## src/rtl/imem_loader.sv

```systemverilog
// Boot loader: assembles big-endian 32-bit words from a byte stream, writes them to
// instruction memory from address 0 and holds the core in reset until the last word lands.
module imem_loader #(
    parameter int ADDR_W     = 4,
    parameter int WORD_COUNT = 16
) (
    input  logic              CLK,
    input  logic              RST,
    input  logic [7:0]        ByteIn,
    input  logic              ByteValid,
    output logic              ByteReady,
    input  logic              Restart,
    output logic              ImWrEn,
    output logic [ADDR_W-1:0] ImWrAddr,
    output logic [31:0]       ImWrData,
    output logic              CpuRst,
    output logic              Done
);

    // state   | meaning
    // S_LOAD  | accepting bytes into the assembly register
    // S_WRITE | one-cycle write strobe of the assembled word
    // S_DONE  | load complete, core released, input ignored
    typedef enum logic [1:0] {S_LOAD, S_WRITE, S_DONE} state_t;

    localparam logic [ADDR_W-1:0] LAST_ADDR = ADDR_W'(WORD_COUNT - 1);

    state_t            state;
    logic [1:0]        byte_cnt;
    logic [ADDR_W-1:0] word_addr;
    logic [31:0]       asm_reg;

    always_ff @(posedge CLK or posedge RST) begin
        if (RST) begin
            state     <= S_LOAD;
            byte_cnt  <= 2'd0;
            word_addr <= '0;
            asm_reg   <= 32'd0;
        end else if (Restart) begin
            state     <= S_LOAD;
            byte_cnt  <= 2'd0;
            word_addr <= '0;
            asm_reg   <= 32'd0;
        end else begin
            case (state)
                S_LOAD: begin
                    if (ByteValid) begin
                        case (byte_cnt)
                            2'd0:    asm_reg[31:24] <= ByteIn;
                            2'd1:    asm_reg[23:16] <= ByteIn;
                            2'd2:    asm_reg[15:8]  <= ByteIn;
                            default: asm_reg[7:0]   <= ByteIn;
                        endcase
                        byte_cnt <= byte_cnt + 2'd1;
                        if (byte_cnt == 2'd3) begin
                            state <= S_WRITE;
                        end
                    end
                end
                S_WRITE: begin
                    // the last word parks the address instead of wrapping
                    if (word_addr == LAST_ADDR) begin
                        state <= S_DONE;
                    end else begin
                        word_addr <= word_addr + 1'b1;
                        state     <= S_LOAD;
                    end
                end
                S_DONE: begin
                    state <= S_DONE;
                end
                default: begin
                    state <= S_LOAD;
                end
            endcase
        end
    end

    // outputs decode purely from registered state, so reset clears them immediately
    assign ByteReady = (state == S_LOAD);
    assign ImWrEn    = (state == S_WRITE);
    assign ImWrAddr  = word_addr;
    assign ImWrData  = asm_reg;
    assign CpuRst    = (state != S_DONE);
    assign Done      = (state == S_DONE);

endmodule

```

## config.mk

```make
export PLATFORM = sky130hd
export DESIGN_NAME = imem_loader
export DESIGN_NICKNAME = d
export VERILOG_FILES = /design/src/rtl/imem_loader.sv
export SDC_FILE = /design/constraint.sdc
export NUM_CORES = 1
export LEC_CHECK = 0
export ABC_AREA = 1
export BUFFER_PORTS_ARGS = -buffer_cell sky130_fd_sc_hd__buf_2
export CORE_UTILIZATION = 50
export DETAILED_ROUTE_END_ITERATION = 7
export GPL_ROUTABILITY_DRIVEN = 0
export GPL_TIMING_DRIVEN = 0
export PLACE_DENSITY = 0.79
export SLEW_MARGIN = 20
export SYNTH_ARGS = -nofsm -noshare
export SYNTH_HDL_FRONTEND = slang
export SYNTH_SLANG_ARGS = --single-unit
```

## constraint.sdc

```tcl
create_clock -name CLK -period 3.48 [get_ports CLK]
set_clock_uncertainty 0.1 [all_clocks]
set_input_delay 0.348 -clock CLK [delete_from_list [all_inputs] [get_ports CLK]]
set_output_delay 0.348 -clock CLK [all_outputs]
set_load 0.03 [all_outputs]
```

Word level (Yosys, flattened, before mapping)
Cells that the tools add are included.

cells by class
  $add $sub $neg = 2
  eq/ne operators = 11
  muxes and demuxes = 18
  reduce and logical (&&, ||, !) cells = 16

operator list
  kind                 count
  $mux 32              3
  $mux 8               4
  $mux 2               7
  $mux 4               3
  $reduce_and 3->1     4
  $reduce_bool 2->1    6
  $eq 2x2->1 const B   3
  $pmux 2 s3           1
  $reduce_and 2->1     3
  $add 4x1->4 const B  1
  $eq 2x1->1 const B   2
  $eq 4x4->1 const B   1
  $logic_not 2->1      2
  $ne 2x2->1 const B   2
  $ne 3x1->1 const B   1
  $ne 3x2->1 const B   1
  $reduce_or 3->1      1
  $add 2x1->2 const B  1
  $ne 2x1->1 const B   1

word-level totals
  register bits after elaboration = 40
  input bits = 12
  output and inout bits = 40
  logic and storage cells = 54

Logic depth before layout (Yosys ltp)
Gate-level depths: netlist (run 1).

  depth after elaboration = 6
  depth in mapped cells = 7
  depth with buffers taken out = 7

Worst setup path after synthesis (run 1)
OpenSTA, ideal clock, no wires.

  path kind = register to output
  start = register state[1]
  end = output port CpuRst
  data arrival time = 1.236 ns
  data required time = 3.032 ns
  setup slack = 1.796 ns
  stages on the path, launching flop included = 4
  path buffers = 0
  cells stage by stage = dfrtp_1 inv_1 nor2_1 inv_1

between the ends
  longest elaborated chain between the ends = 1

RTL lines
  element                 line  text
  from (decl)             28    state_t state;
  from (signal assigned)  35    state <= S_LOAD;
  from (signal assigned)  40    state <= S_LOAD;
  from (signal assigned)  56    state <= S_WRITE;
  $ne 2x2->1              84    assign CpuRst = (state != S_DONE);
  to (decl)               16    output logic CpuRst,

No other way between the ends.

Worst setup path after layout (run 1)
Ends and elaborated chain as after synthesis.

==> results of run 1 <==
==> Yosys cell counts <==
cell type,count
nor2_1,18
nand2_1,114
a21oi_1,4
clkbuf_1,1
buf_4,1
ha_1,5
o21ai_0,1
nor2_4,3
a31oi_2,4
nand2_2,4
nand4_1,2
inv_1,17
nand3_1,3
inv_2,1
dfrtp_1,40
==> critical path, stage by stage, from the launching register on <==
cell and delay [ns]:
dfrtp_1 0.48, inv_1 0.09, nor2_1 0.12, inv_1 0.06, buf_2 0.17
==> through the flow <==
stage / setup slack (ns) / instance area, um2 / utilization
2_1_floorplan: 1.80 / 1800 / -
3_3_place_gp: 1.58 / 2110 / 0.622
3_5_place_dp: 1.95 / 2130 / 0.628
4_1_cts: 1.75 / 2190 / 0.645
5_1_grt: 1.65 / 2190 / 0.645
6_report: 1.76 / 2190 / 0.645
==> final cells by class <==
type / instances / area (um2) / share of cell area
multi-input combinational: 158 / 719 / 0.329
sequential: 40 / 1000 / 0.458
clock inverter: 2 / 12.5 / 0.00572
buffer: 2 / 11.3 / 0.00515
clock buffer: 5 / 37.5 / 0.0172
tap: 46 / 57.6 / 0.0263
inverter: 18 / 67.6 / 0.0309
timing repair buffer: 52 / 280 / 0.128
==> logic make-up after synthesis <==
family,Yosys count,synth area share
AO/OA/AOI/OAI,9,0.0417
flip-flops,40,0.556
buffers and inverters,20,0.0438
AND/OR/NAND/NOR,144,0.323
adder cells (fa/ha/maj),5,0.0348
==> flip-flops by register name, summed over array words and instances, names as in the netlist <==
| name | flops |
|---|---|
| ImWrData | 32 |
| ImWrAddr | 4 |
| byte_cnt | 2 |
| state | 2 |
==> power by group through the flow <==
stage / clock network (mW) / registers, mW / logic [mW]
finish: 0.220 / 0.518 / 0.201
global route: 0.243 / 0.522 / 0.222
CTS: 0.227 / 0.518 / 0.203
detailed placement: 0 / 0.527 / 0.202
global placement: 0 / 0.526 / 0.196
floorplan: 0 / 0.592 / 0.0707
==> path summary, 6_finish.rpt <==
path	start	endpoint	depth (start not counted)
max reg2reg	byte_cnt[0]$_DFFE_PP0P_	ImWrData[8]$_DFFE_PP0P_	5
max in group asynchronous	RST	ImWrData[3]$_DFFE_PP0P_	4
max	state[1]$_DFFE_PP0P_	CpuRst	4
min in group asynchronous	RST	state[1]$_DFFE_PP0P_	3
min reg2reg	ImWrData[27]$_DFFE_PP0P_	ImWrData[27]$_DFFE_PP0P_	2
min	ByteIn[0]	ImWrData[24]$_DFFE_PP0P_	5
==> layer usage <==
metal / up-vias / global-route usage / part of all wire
met4: 0 / 0.0762 / 0.013
met3: 6 / 0.0704 / 0.052
li1: 784 / - / -
met5: - / 0 / 0
met1: 692 / 0.315 / 0.48
met2: 34 / 0.327 / 0.45
==> what timing repair did <==
item / in CTS / in global routing
hold buffers: 1 / 0
setup buffers: 0 / 0
endpoints found under the hold margin: 11 / 0
==> reports/qor.txt, run 1 <==
Die H: 62.0 um
CTS tree: done
Flop2flop setup slack: 1.99 ns
Overall Power: 0.938 mW
Clock power frac: 0.234
Top Ports: 52
Clock period minus worst slack: 1.72 ns
Synth top area share: 0.556
Max_slew headroom: 0.669
Seq pwr share: 0.552
TritonCTS buffer count: 5
Clock sink count: 40
Total Neg Setup Slack: 0 ns
Nets: 294
Fmax: 580 MHz
Wire length per cell: 12.0 um
Synthesized area per cell: 8.25 um2
Total die area: 0.00384 mm2
DRC errors left: 0
Vias in the first global route: 1298
H-tree depth: 2
Pwr dens: 429 mW/mm2
Core footprint: 0.00339 mm2
Crit Path Class: flip-flop to output port
Tightest hold margin: 0.244 ns
Combinational power share: 0.214
First-pass GRT wire length: 5950 um
Commonest non-fill, non-tap cells in the layout: nand2_1, buf_2, dfrtp_1
Post-Syn Area: 0.00180 mm2
Fillers: 308
Slew @ Worst Pin: 0.496 ns
Worst EP arrival: 1.27 ns
Net Count, Synth: 235
Total track usage: 0.223
Post-DP HPWL: 2850 um
Clk buf depth: 2
Leading area contributor after synthesis: dfrtp_1
WL final: 3880 um
Hold crit path type: input port to flip-flop
Power Internal: 0.628 mW
Outcome: complete, no violations
Port bufs: 50
Worst vdd ir: 0.000233 V
Largest net degree at the start of global routing: 30
Cts repair resizes: 0
Top cells by area, synth: dfrtp_1, nand2_1, nor2_1
Initial antenna violation count: 0
Switching share of total power: 0.331
Final Max Tran Viols: 0
Antenna viol nets, final: 0
First DRT Iteration DRCs: 79
# rows: 21
Worst setup SP type: flip-flop
Post-placement cell count: 315
RSZ-0062 raised after global routing: no
Seq cells post-synth: 40
Max Cap Viol: 0
Crit end category: output port
Share of cells above drive strength 1: 0.260
ANT cells: 0
Congestion Overflow GR: 0
Area Overhead vs Synth: 21.6%
Register area share after synthesis: 0.556
LEAKAGE: 1.30 nW
Crit share post-route: 0.495
Initial Utilization: 0.531
Most common cell after layout, fill and taps aside: nand2_1
Root buffer cell: clkbuf_4
Die span in x: 62.0 um
Non-filler cells, final: 323
CP Max Fanout: 3
CP required: 3.03 ns
Clk_lat worst skew: 0.34 ns
Final Hold Vio Count: 0
Vias per Instance: 4.69
Setup violators final: 0
Mapped Cells: 218
DR pass1 iterations: 4
Yosys warning count: 0
Routed vias: 1516
Clk slew on worst S/H paths: 0.12 ns
Total net switching power: 0.311 mW
Distinct cell type count after synthesis: 15
Power figures use the tool's default switching activity.
==> run 2: changes to the inputs <==
--- a/config.mk
+++ b/config.mk
@@ -5,7 +5,7 @@
 export SDC_FILE = /design/constraint.sdc
 export NUM_CORES = 1
 export LEC_CHECK = 0
-export ABC_AREA = 1
+export ABC_AREA = 0
 export BUFFER_PORTS_ARGS = -buffer_cell sky130_fd_sc_hd__buf_2
 export CORE_UTILIZATION = 50
 export DETAILED_ROUTE_END_ITERATION = 7
==> constraint.sdc (replaced) <==
create_clock -name CLK -period 1.6 [get_ports CLK]
set_clock_uncertainty 0.1 [all_clocks]
set_input_delay 0.16 -clock CLK [delete_from_list [all_inputs] [get_ports CLK]]
set_output_delay 0.16 -clock CLK [all_outputs]
set_load 0.03 [all_outputs]
==> reports/qor.txt, run 2 <==
Commonest non-fill, non-tap cells in the layout: buf_2, dfrtp_1, nor2_1
Initial antenna violation count: 0 (unchanged)
Initial Utilization: 0.529 (-0.00222)
Mux cell area share after synthesis: 0.140 (+0.140)
Post-Syn Area: 0.00179 mm2 (-0.42%)
ANT cells: 0 (unchanged)
Synth top area share: 0.559 (+0.00233)
Synthesized area per cell: 11.1 um2 (+35%)
R2R cell count: 6 (+1)
RSZ-0062 raised after global routing: yes
Max reg flops: 32 (unchanged)
Antenna viol nets, final: 0 (unchanged)
Core footprint: 0.00339 mm2 (unchanged)
Vias in the first global route: 1385 (+6.7%)
Most common cell after layout, fill and taps aside: buf_2
Fmax: 638 MHz
Clock sink count: 40 (unchanged)
Distinct cell type count after synthesis: 25 (+10)
Clk slew on worst S/H paths: 0.12 ns (about the same)
Total track usage: 0.248 (+0.0248)
Final Hold Vio Count: 0 (unchanged)
Die H: 61.9 um (-0.20%)
Leading area contributor after synthesis: dfrtp_1
Most frequent cell after synthesis: dfrtp_1
Crit end category: flip-flop
Total die area: 0.00383 mm2 (-0.40%)
Worst EP arrival: 1.69 ns (+0.42 ns)
First-pass GRT wire length: 6580 um (+11%)
DR pass1 iterations: 4 (unchanged)
Number of flops mapped to enable cells by yosys: 0 (unchanged)
Clk_lat worst skew: 0.35 ns (about the same)
Routed vias: 1427 (-5.9%)
Post-DP Area: 0.00212 mm2 (-0.12%)
Worst setup SP type: flip-flop
Flop2flop setup slack: 0.03 ns (-1.96 ns)
Hold crit path type: input port to async pin
Area Overhead vs Synth: 32.3%
Post-placement cell count: 259 (-18%)
H-tree depth: 2 (unchanged)
Net Count, Synth: 178 (-24%)
Total Neg Setup Slack: 0 ns (unchanged)
Post-Synth Simple-Gate Area: 0.158 (-0.166)
Register area share after synthesis: 0.559 (+0.00233)
Pwr dens: 912 mW/mm2 (+110%)
Worst R2R End: ImWrData[18]$_DFFE_PP0P_
Final Max Tran Viols: 0 (unchanged)
TritonCTS buffer count: 5 (unchanged)
WL final: 4050 um (+4.5%)
Most frequent cells after synthesis: dfrtp_1, nor2_1, mux2i_1
Outcome: complete, no violations
DRC errors left: 0 (unchanged)
LEAKAGE: 1.21 nW (-6.6%)
Design area: 0.00237 mm2 (+8.4%)
Clock period minus worst slack: 1.57 ns
Congestion Overflow GR: 0 (unchanged)
Crit Path Class: flip-flop to flip-flop
Crit share post-route: 0.979
First DRT Iteration DRCs: 59 (-25%)
Mapped Cells: 161 (-26%)
Max Cap Viol: 0 (unchanged)
Largest net degree at the start of global routing: 33 (+10%)
# rows: 21 (unchanged)
Seq cells post-synth: 40 (unchanged)
Top cells by area, synth: dfrtp_1, mux2i_1, nor2_1
Clk buf depth: 2 (unchanged)
Port bufs: 51 (+2.0%)
Area share of fa/ha/maj cells after synthesis: 0.0349 (+0.000146)
Worst vdd ir: 0.000691 V (+200%)
CP required: 1.72 ns (-1.31 ns)
Post-DP HPWL: 2770 um (-3.0%)
Setup violators final: 0 (unchanged)
Slew @ Worst Pin: 0.483 ns (-0.0132 ns)
Asr flop ratio synth: 1.00 (unchanged)
Compound-gate portion of the synthesized area: 0.0559 (+0.0141)
Yosys warning count: 0 (unchanged)
Wire length per cell: 14.5 um (+21%)
Worst R2R Start: byte_cnt[0]$_DFFE_PP0P_
Top Ports: 52 (unchanged)
Vias per Instance: 5.11 (+9.0%)
Root buffer cell: clkbuf_4
CTS tree: done
Most used DFF post-synth: dfrtp_1
Die span in x: 61.9 um (-0.20%)
Max_slew headroom: 0.678 (+0.00882)
Share of cells above drive strength 1: 0.339 (+0.0791)
Post-Synth XOR/XNOR Area: 0.00489 (+0.00489)
CP Max Fanout: 8 (+5)
Non-filler cells, final: 279 (-14%)
Main combinational cell family by area after synthesis: simple AND/OR/NAND/NOR gates
Nets: 249 (-15%)
==> run 2: where the power goes <==
part | internal [mW] | switching (mW)
Clock | 0.415 | 0.320
Sequential | 1.05 | 0.0242
Combinational | 0.142 | 0.213
Total | 1.60 | 0.558
==> run 2: timing repair <==
action | CTS | global route
setup buffers | 3 | 0
hold buffers | 10 | 0
setup endpoints to repair | 2 | 18
gates resized for setup | 1 | 14
hold endpoints to repair | 51 | 0
pin swaps | 0 | 2
==> run 2: how the worst max path moves through the flow <==
stage / from / endpoint / slack [ns] / cells after the start
5_1_grt: byte_cnt[1]$_DFFE_PP0P_ / ImWrData[11]$_DFFE_PP0P_ / -0.04 / 6
3_5_place_dp: byte_cnt[0]$_DFFE_PP0P_ / ImWrData[27]$_DFFE_PP0P_ / -0.009 / 6
2_1_floorplan: ImWrAddr[0]$_DFFE_PP0P_ / ImWrAddr[3]$_DFFE_PP0P_ / 0.03 / 4
3_3_place_gp: RST / ImWrData[25]$_DFFE_PP0P_ / -0.07 / 2
4_1_cts: state[0]$_DFFE_PP0P_ / Done / 0.01 / 3
6_report: byte_cnt[0]$_DFFE_PP0P_ / ImWrData[18]$_DFFE_PP0P_ / 0.03 / 6
==> run 2: layer usage <==
| layer | vias up | part of all wire | GRT usage |
|---|---|---|---|
| met2 | 42 | 0.51 | 0.413 |
| met5 | - | 0 | 0 |
| met3 | 8 | 0.049 | 0.0745 |
| met4 | 0 | 0.018 | 0.0984 |
| li1 | 692 | - | - |
| met1 | 685 | 0.43 | 0.304 |
==> run 2: kinds of logic after synthesis <==
logic type,after synthesis
compound gates,17
fa+ha+maj,5
mux,25
simple gates,57
flops,40
xor+xnor,1
buf+inv,16
==> run 2: cell type report <==
class                   count  area (um2)
plain buffers               8        55.1
clock buffers               7        65.1
clock inverters             1        30.0
fillers                   270        1020
inverters                   7        26.3
multi-input cells         105         723
flip-flops and latches     40        1000
well taps                  46        57.6
repair buffers             65         410
==> run 2: worst max-delay path, stage by stage (launching register included) <==
cell and delay, ns:
dfrtp_1 0.43, buf_4 0.15, ha_1 0.18, and4bb_1 0.20, buf_6 0.15, mux2i_1 0.17, nor2_1 0.06
==> run 2: stage by stage <==
stage / setup slack (ns) / hold slack, ns / utilization / power [mW]
CTS: 0.0136 / 0.143 / 0.691 / 2.16
finish: 0.0329 / 0.153 / 0.700 / 2.16
floorplan: 0.0263 / 0.156 / - / 1.30
global placement: -0.0686 / 0.310 / 0.621 / 1.39
detailed placement: -0.00899 / -0.0183 / 0.627 / 1.41
global route: -0.0413 / 0.151 / 0.700 / 2.24
